===== config.mk =====
export PLATFORM = sky130hd
export DESIGN_NAME = fft_stage_scheduler
export DESIGN_NICKNAME = d
export VERILOG_FILES = /design/src/rtl/fft_stage_scheduler.sv
export SDC_FILE = /design/constraint.sdc
export NUM_CORES = 1
export LEC_CHECK = 0
export ABC_AREA = 0
export BUFFER_PORTS_ARGS = -buffer_cell sky130_fd_sc_hd__buf_2
export CAP_MARGIN = 20
export CORE_MARGIN = 5
export CORE_UTILIZATION = 40
export CTS_CLUSTER_DIAMETER = 80
export DETAILED_ROUTE_END_ITERATION = 7
export PLACE_DENSITY_LB_ADDON = 0.2
export SYNTH_ARGS = -nofsm -noshare
export SYNTH_HDL_FRONTEND = slang
export SYNTH_SLANG_ARGS = --single-unit

===== constraint.sdc =====
create_clock -name i_clk -period 4.35 [get_ports i_clk]
set_input_delay 0.6525 -clock i_clk [delete_from_list [all_inputs] [get_ports i_clk]]
set_output_delay 0.6525 -clock i_clk [all_outputs]
set_load 0.02 [all_outputs]

===== src/rtl/fft_stage_scheduler.sv =====
`default_nettype none
// ============================================================================
// Module   : fft_stage_scheduler
// Purpose  : Sequences an in-place radix-2 DIT FFT over the shared sample RAM.
//            After a start pulse it issues a bit-reverse swap pass followed by
//            log2(N) butterfly stages, each op being a pair of RAM addresses
//            plus a twiddle index, over a valid/ready handshake. A barrier
//            between passes holds off the next pass until every issued op has
//            been written back, and a one-cycle done pulse ends the run.
// Revision : 1.0 - initial release
// ----------------------------------------------------------------------------
// Ports
//   i_clk          clock
//   i_rstn         asynchronous active-low reset
//   i_DATA_LOADED  start pulse (honoured only in IDLE)
//   i_LOG2_N       log2 of the sample count, sampled on start (1..ADDR_WIDTH)
//   o_BF_VALID     op request valid
//   i_BF_READY     datapath accepts the presented op
//   o_OP           0 = butterfly, 1 = swap
//   o_ADDR_A       first RAM index
//   o_ADDR_B       second RAM index
//   o_TW_INDEX     twiddle ROM index (0 for swaps)
//   i_BF_DONE      one previously accepted op has been written back
//   o_BUSY         high in every state except IDLE
//   o_CALC_END     one-cycle pulse when the transform is complete
//   o_CFG_ERR      one-cycle pulse when a start is rejected (bad i_LOG2_N)
// ============================================================================
module fft_stage_scheduler #(
  parameter int unsigned ADDR_WIDTH      = 12,
  parameter int unsigned MAX_OUTSTANDING = 4
) (
  input  logic                  i_clk,
  input  logic                  i_rstn,
  input  logic                  i_DATA_LOADED,
  input  logic [3:0]            i_LOG2_N,
  output logic                  o_BF_VALID,
  input  logic                  i_BF_READY,
  output logic                  o_OP,
  output logic [ADDR_WIDTH-1:0] o_ADDR_A,
  output logic [ADDR_WIDTH-1:0] o_ADDR_B,
  output logic [ADDR_WIDTH-2:0] o_TW_INDEX,
  input  logic                  i_BF_DONE,
  output logic                  o_BUSY,
  output logic                  o_CALC_END,
  output logic                  o_CFG_ERR
);

  localparam logic [3:0]            MAX_OS  = 4'(MAX_OUTSTANDING);
  localparam logic [3:0]            L_MAX   = 4'(ADDR_WIDTH);
  localparam logic [4:0]            AW5     = 5'(ADDR_WIDTH);
  localparam logic [ADDR_WIDTH-1:0] IDX_ONE = ADDR_WIDTH'(1);

  typedef enum logic [2:0] {
    IDLE     = 3'd0,
    BITREV   = 3'd1,
    BR_DRAIN = 3'd2,
    COMPUTE  = 3'd3,
    ST_DRAIN = 3'd4,
    DONE     = 3'd5
  } state_t;

  state_t                  state, state_nxt;
  logic [3:0]              log2_n, log2_n_nxt;
  logic [ADDR_WIDTH-1:0]   scan_i, scan_i_nxt;
  logic [ADDR_WIDTH-1:0]   bf_k, bf_k_nxt;
  logic [3:0]              stage, stage_nxt;
  logic [3:0]              outstanding;

  logic                    bf_valid;
  logic                    op_swap;
  logic                    cfg_err;
  logic                    xfer;
  logic                    done_eff;
  logic                    drain_ok;
  logic                    can_issue;
  logic                    start_ok;

  logic [ADDR_WIDTH-1:0]   last_index;
  logic [ADDR_WIDTH-1:0]   last_k;
  logic [ADDR_WIDTH-1:0]   rev_full;
  logic [ADDR_WIDTH-1:0]   rev_i;
  logic                    swap_needed;

  logic [ADDR_WIDTH-1:0]   half;
  logic [ADDR_WIDTH-1:0]   bf_j;
  logic [ADDR_WIDTH-1:0]   bf_g;
  logic [4:0]              stage_p1;
  logic [3:0]              tw_shift;
  logic [ADDR_WIDTH-1:0]   bf_addr_a;
  logic [ADDR_WIDTH-1:0]   bf_addr_b;
  logic [ADDR_WIDTH-2:0]   bf_tw;

  // --------------------------------------------------------------------------
  // Index arithmetic
  // --------------------------------------------------------------------------
  // N-1 as an all-ones mask of L bits; L == ADDR_WIDTH shifts everything out
  // and yields all ones, so N = 2^ADDR_WIDTH needs no extra bit.
  assign last_index = ~({ADDR_WIDTH{1'b1}} << log2_n);
  assign last_k     = last_index >> 1;

  // Reverse all ADDR_WIDTH bits, then drop the unused low bits so the result
  // is the reversal over exactly L bits.
  for (genvar b = 0; b < ADDR_WIDTH; b++) begin : g_rev
    assign rev_full[b] = scan_i[ADDR_WIDTH-1-b];
  end
  assign rev_i       = rev_full >> (AW5 - {1'b0, log2_n});
  assign swap_needed = (scan_i < rev_i);

  // Butterfly k of stage s: A = (g << (s+1)) | j, B = A + half. Bit s of A is
  // always zero, so the add reduces to an OR.
  assign half      = IDX_ONE << stage;
  assign bf_j      = bf_k & (half - IDX_ONE);
  assign bf_g      = bf_k >> stage;
  assign stage_p1  = {1'b0, stage} + 5'd1;
  assign bf_addr_a = (bf_g << stage_p1) | bf_j;
  assign bf_addr_b = bf_addr_a | half;
  // j < 2^s <= 2^(ADDR_WIDTH-1), so j always fits the twiddle width.
  assign tw_shift  = log2_n - 4'd1 - stage;
  assign bf_tw     = bf_j[ADDR_WIDTH-2:0] << tw_shift;

  // --------------------------------------------------------------------------
  // Handshake and outstanding tracking
  // --------------------------------------------------------------------------
  assign can_issue = (outstanding < MAX_OS);
  assign xfer      = bf_valid && i_BF_READY;
  assign done_eff  = i_BF_DONE && (outstanding != 4'd0);
  // Drain states never issue, so the count after this edge is zero when it is
  // already zero or the last pending op completes right now.
  assign drain_ok  = (outstanding == 4'd0) ||
                     ((outstanding == 4'd1) && i_BF_DONE);
  assign start_ok  = (i_LOG2_N != 4'd0) && (i_LOG2_N <= L_MAX);

  always_ff @(posedge i_clk or negedge i_rstn) begin
    if (!i_rstn) begin
      outstanding <= 4'd0;
    end else if (xfer && !done_eff) begin
      outstanding <= outstanding + 4'd1;
    end else if (!xfer && done_eff) begin
      outstanding <= outstanding - 4'd1;
    end
  end

  // --------------------------------------------------------------------------
  // Sequencer state register
  // --------------------------------------------------------------------------
  always_ff @(posedge i_clk or negedge i_rstn) begin
    if (!i_rstn) begin
      state  <= IDLE;
      log2_n <= 4'd0;
      scan_i <= '0;
      bf_k   <= '0;
      stage  <= 4'd0;
    end else begin
      state  <= state_nxt;
      log2_n <= log2_n_nxt;
      scan_i <= scan_i_nxt;
      bf_k   <= bf_k_nxt;
      stage  <= stage_nxt;
    end
  end

  // --------------------------------------------------------------------------
  // Next-state and request logic. Counters advance only on a transfer, so the
  // presented op is stable while valid is held against a low ready; valid
  // itself cannot drop because the count only rises on a transfer.
  // --------------------------------------------------------------------------
  always_comb begin
    state_nxt  = state;
    log2_n_nxt = log2_n;
    scan_i_nxt = scan_i;
    bf_k_nxt   = bf_k;
    stage_nxt  = stage;
    bf_valid   = 1'b0;
    op_swap    = 1'b0;
    cfg_err    = 1'b0;

    case (state)
      IDLE: begin
        if (i_DATA_LOADED) begin
          if (start_ok) begin
            log2_n_nxt = i_LOG2_N;
            scan_i_nxt = '0;
            bf_k_nxt   = '0;
            stage_nxt  = 4'd0;
            state_nxt  = BITREV;
          end else begin
            cfg_err = 1'b1;
          end
        end
      end

      BITREV: begin
        if (swap_needed) begin
          bf_valid = can_issue;
          op_swap  = 1'b1;
          if (can_issue && i_BF_READY) begin
            scan_i_nxt = scan_i + IDX_ONE;
            if (scan_i == last_index) state_nxt = BR_DRAIN;
          end
        end else begin
          // Self-mapped or already-swapped index: skip without a request.
          scan_i_nxt = scan_i + IDX_ONE;
          if (scan_i == last_index) state_nxt = BR_DRAIN;
        end
      end

      BR_DRAIN: begin
        if (drain_ok) begin
          stage_nxt = 4'd0;
          bf_k_nxt  = '0;
          state_nxt = COMPUTE;
        end
      end

      COMPUTE: begin
        bf_valid = can_issue;
        if (can_issue && i_BF_READY) begin
          bf_k_nxt = bf_k + IDX_ONE;
          if (bf_k == last_k) state_nxt = ST_DRAIN;
        end
      end

      ST_DRAIN: begin
        if (drain_ok) begin
          if (stage < (log2_n - 4'd1)) begin
            stage_nxt = stage + 4'd1;
            bf_k_nxt  = '0;
            state_nxt = COMPUTE;
          end else begin
            state_nxt = DONE;
          end
        end
      end

      DONE: begin
        state_nxt = IDLE;
      end

      default: begin
        state_nxt = IDLE;
      end
    endcase
  end

  // --------------------------------------------------------------------------
  // Outputs: op fields are driven to zero whenever no request is presented.
  // --------------------------------------------------------------------------
  always_comb begin
    o_OP       = 1'b0;
    o_ADDR_A   = '0;
    o_ADDR_B   = '0;
    o_TW_INDEX = '0;
    if (bf_valid) begin
      if (op_swap) begin
        o_OP     = 1'b1;
        o_ADDR_A = scan_i;
        o_ADDR_B = rev_i;
      end else begin
        o_ADDR_A   = bf_addr_a;
        o_ADDR_B   = bf_addr_b;
        o_TW_INDEX = bf_tw;
      end
    end
  end

  assign o_BF_VALID = bf_valid;
  assign o_BUSY     = (state != IDLE);
  assign o_CALC_END = (state == DONE);
  assign o_CFG_ERR  = cfg_err;

endmodule
`default_nettype wire

# Yosys cells after proc, flatten, opt, wreduce, memory -nomap -nowiden
# Index checks and enable logic that the tools add are counted.
# word_totals
ram_bits	0
rom_bits	0
elab_cells	114
register_bits	39
latch_bits	0
output_inout_bits	40
inputBits	9
n_memories	0
# op_classes
n_addsub	10
n_mux	44
shift	6
multipliers	0
n_div	0
bitwise_logic	4
magnitude_cmp	4
eq_ne	16
n_reduce_logical	24
# ops
op	count
$mux 12	12
$pmux 12 s4	1
$mux 3	10
$mux 4	7
$add 12x1->12 const B	2
$or 12x12->12	2
$pmux 12 s2	1
$mux 11	2
$pmux 3 s5	1
$ne 2x2->1 const B	7
$reduce_and 7->1	2
$and 12x12->12	1
$eq 12x11->1	1
$eq 12x12->1	1
$lt 12x12->1	1
$not 12->12	1
$pmux 4 s3	1
$reduce_bool 4->1	3
$shl 1x4->12 const A	1
$shl 12x4->12 const A	1
$shl 12x5->12	1
$shr 12x4->12	1
$shr 12x5->12	1
$sub 12x1->12 const B	1
26 further kinds	46

# Logic depth before layout (Yosys ltp)
# depth
word_depth	10
depth_mapped	22

# Worst setup path after synthesis
# Ideal clock, no wire load.
# synth_path
kind	register to output
from	reg log2_n[1]
to	out o_ADDR_B[8]
t_required_ns	3.697
arrival_ns	4.086
n_path_buf	4
path_stages_with_launch	17
slack_ns	-0.389
path_cell_list	dfrtp_1 > clkbuf_1 > inv_1 > ha_1 > clkbuf_1 > buf_2 > mux4_2 > mux2i_1 > or2_2 > ha_1 > a21oi_1 > a21oi_1 > nor3_1 > a31oi_2 > buf_4 > o211a_1 > a221oi_1
# synth_via
elab_chain_cells	7
elab_cells_between_ends	9
classes_between	add/sub (1); order compare (1); shift (1); mux (6)
# synth_rtl
element	line	text
start: declaration	63	logic [3:0] log2_n, log2_n_nxt;
start signal: assignment	155	log2_n <= log2_n_nxt;
$sub 4x4->5 (*)	106	assign rev_i = rev_full >> (AW5 - {1'b0, log2_n});
$shr 12x5->12 (*)	106	
$lt 12x12->1	107	assign swap_needed = (scan_i < rev_i);
$mux 1	193	if (swap_needed) begin
$mux 1	177	case (state)
$mux 12	254	if (op_swap) begin
$mux 12 (*)	253	if (bf_valid) begin
end: declaration	40	output logic [ADDR_WIDTH-1:0] o_ADDR_B,
# Every way passes the cells marked *; elsewhere a longest branch is shown, timed or not.

# Worst setup path after layout
# layout_path
from	reg log2_n[0]
to	out o_ADDR_A[5]
# layout_via
elab_chain_cells	7
elab_cells_between_ends	9
classes_between	add/sub (1); order compare (1); shift (1); mux (6)
# layout_rtl
element	line	text
$sub 4x4->5 (*)	106	
$shr 12x5->12 (*)	106	
$lt 12x12->1 (*)	107	
$mux 1	193	
$mux 1	177	
$mux 12	254	
$mux 12 (*)	253	
end: declaration	39	output logic [ADDR_WIDTH-1:0] o_ADDR_A,
# Marks and branches as above.

==> impl_metrics.yaml <==
cts:
  clk_pin_slew_ns: 0.07
  clkLatencyLatePin_ns: 0.29
  cts_tree: "done"
  cts-root-buf: "clkbuf_16"
  ctsHtreeMaxLevel: 2
  cts_buffer_depth: 2
  clkSinkCount: 39
  cts_buffers: 5
layout:
  nets: 944
  fillers: 1477
  drive_gt1_share_pct: 27.2
  n_antenna_cell: 0
  area_growth_pct: 27.1
critical_path:
  worstSetupEndpointType: "primary output"
  arrival_ns: 3.75
  cp_max_fo: 8
  worstSetupPathType: "reg2out"
  critPathLaunchType: "flip-flop"
  critPathRequiredTime_ns: 3.70
synth:
  yosysUniqueCellTypes: 89
  yosysMostFrequentCell: "nand2_1"
  ys.flop_type: "dfrtp_1"
  syn_inst: 841
  synthTopCellsByArea: "dfrtp_1, ha_1, nand2_1, o21ai_0, mux4_2"
  synth_edf_count: 0
  synth-seq-cells: 39
  ys_async_sr_fraction_pct: 100
  synth_nets: 883
  synth_area_sq_um: 6290
  synth_top_area_share_pct: 15.5
  ys_warn_count: 0
  synth_top_area_cell: "dfrtp_1"
  synth_common_cells: "nand2_1, o21ai_0, clkbuf_1"
  syn_avg_cell_area_sq_um: 7.48
  synth_seq_area_share_pct: 15.5
global_routing:
  grt_max_degree: 40
  grt_pass1_vias: 6580
  grtUsageTotal_pct: 25.6
  grt_pass1_wl_mm: 37.5
  grt_overflow: 0
  antenna_found_initial: 0
status:
  violations: "setup timing"
  status: "complete, but fails checks"
floorplanning:
  start_util_pct: 41.1
  die_area_sq_um: 18300
  boundaryPins: 49
  die_y_microns: 135
  dieWidth_microns: 135
  coreArea_sq_um: 15300
  rows: 45
timing:
  fin_tns_setup_ns: -0.109
  min_period_ns: 4.40
  setup_violations: 5
  post-route-period-util_pct: 101
  slew_viol_final: 0
  hold_violations: 0
  relSlewSlack_pct: 37.8
  worst_pin_slew_ns: 0.934
  rsz0062_at_grt: "yes"
  fin_skew_ns: 0.00958
  achievable-frequency_ghz: 0.227
  fin_ws_ns: -0.0518
placed_design:
  hpwlAfterDp_mm: 17.9
  finalWeightedCongestion: 0.992
  port-buffer-count: 48
  place_ws_ns: -0.0177
drt:
  num_vias: 7270
  dr.pass1.iters: 6
  drt_wl_total_mm: 24.4
  viasPerCell: 6.53
  drt_iter0_markers: 929
  m1WireLength_mm: 10.8
  drc: 0
  detail-route-antenna-nets: 0
  top_layer: "met4"
  wl_met2_mm: 10.9
  met3_length_mm: 2.16
  wl_per_cell_microns: 21.9
job:
  maxCapViolCount: 0
hold_path:
  hold_class: "reg2reg"
-- worst paths after layout --
path | startpoint | cells past startpoint | end | slack (ns)
hold reg to reg | outstanding[3]$_DFFE_PN0P_ | 1 | outstanding[3]$_DFFE_PN0P_ | 0.50
hold / removal | outstanding[3]$_DFFE_PN0P_ | 1 | outstanding[3]$_DFFE_PN0P_ | 0.50
setup / recovery | log2_n[0]$_DFFE_PN0P_ | 17 | o_ADDR_A[5] | -0.05
setup reg to reg | log2_n[0]$_DFFE_PN0P_ | 19 | outstanding[3]$_DFFE_PN0P_ | 0.26
max in group asynchronous | i_rstn | 1 | stage[2]$_DFFE_PN0P_ | 3.20
min in group asynchronous | i_rstn | 1 | scan_i[2]$_DFFE_PN0P_ | 0.51
-- routing by layer --
| layer | up-vias | GRT usage, % |
|---|---|---|
| met5 | - | 0 |
| met4 | 0 | 5.82 |
| li1 | 3338 | - |
| met2 | 387 | 39.4 |
| met1 | 3501 | 37.8 |
| met3 | 44 | 3.64 |
-- area by class of cell --
cell class	instances	area, sq um	area share (%)
clock buffers	5	125	1.57
well taps	211	264	3.30
clock inverters	3	67.6	0.845
inverters	37	141	1.77
repair buffers	131	1030	12.9
flip-flops and latches	39	978	12.2
multi-input cells	688	5380	67.3
-- per-stage QoR --
| step | hold WS (ns) | cell area, sq um | util, % | std cells |
|---|---|---|---|---|
| 2_1_floorplan | 0.357 | 6540 | - | 841 |
| 3_3_place_gp | 0.491 | 7220 | 47.2 | 1092 |
| 3_5_place_dp | 0.497 | 7220 | 47.2 | 1092 |
| 4_1_cts | 0.506 | 7630 | 49.8 | 1107 |
| 5_1_grt | 0.551 | 7990 | 52.2 | 1114 |
| 6_report | 0.500 | 7990 | 52.2 | 1114 |
-- cell usage in the layout, fill, tap and decap left out, types with 9 or more instances in the layout --
cell,count
buf_2,26
o21ai_0,51
buf_6,21
dfrtp_1,37
mux2_2,14
nand2b_1,18
buf_4,81
nand2_1,88
ha_1,24
nor4_1,11
nor3_1,25
a21oi_1,34
a31oi_1,9
mux2i_1,23
nand4_1,14
mux4_2,11
inv_1,30
nor2_1,43
nor2b_1,15
o211ai_1,19
a22oi_1,9
o41ai_1,9
nand3_1,30
or3_1,10
and3_1,9
-- worst max-delay path, stage by stage, from the launching register on --
cell	delay [ns]
dfrtp_1	0.38
inv_2	0.06
ha_4	0.17
ha_4	0.28
inv_4	0.04
a31oi_4	0.17
and2_4	0.24
nand2_4	0.08
ha_4	0.26
nand4_1	0.25
a211oi_2	0.31
nor3_4	0.09
a31oi_4	0.21
buf_6	0.14
buf_4	0.16
nor3_1	0.08
a211oi_2	0.33
buf_4	0.20
-- kinds of logic after synthesis --
kind of cell,share of synthesized area [%]
adder cells (fa/ha/maj),6.84
multiplexers,10.3
XOR/XNOR,2.37
flip-flops,15.5
AND/OR/NAND/NOR,26.4
AO/OA/AOI/OAI,30.8
buffers and inverters,7.86
-- state kept, by name, indices dropped and copies added, names as in the netlist --
name and count:
bf_k 12, scan_i 12, state 3, stage 4
outstanding 4, log2_n 4
-- timing repair --
action                     in CTS  in global routing
pin swaps                       9                 21
setup endpoints to repair      27                 28
buffers inserted                7                  7
hold buffers                    0                  0
resized for setup              31                 71
Power is not shown: default switching activity piles up to over one toggle a cycle in this logic, so the estimate is an artifact.
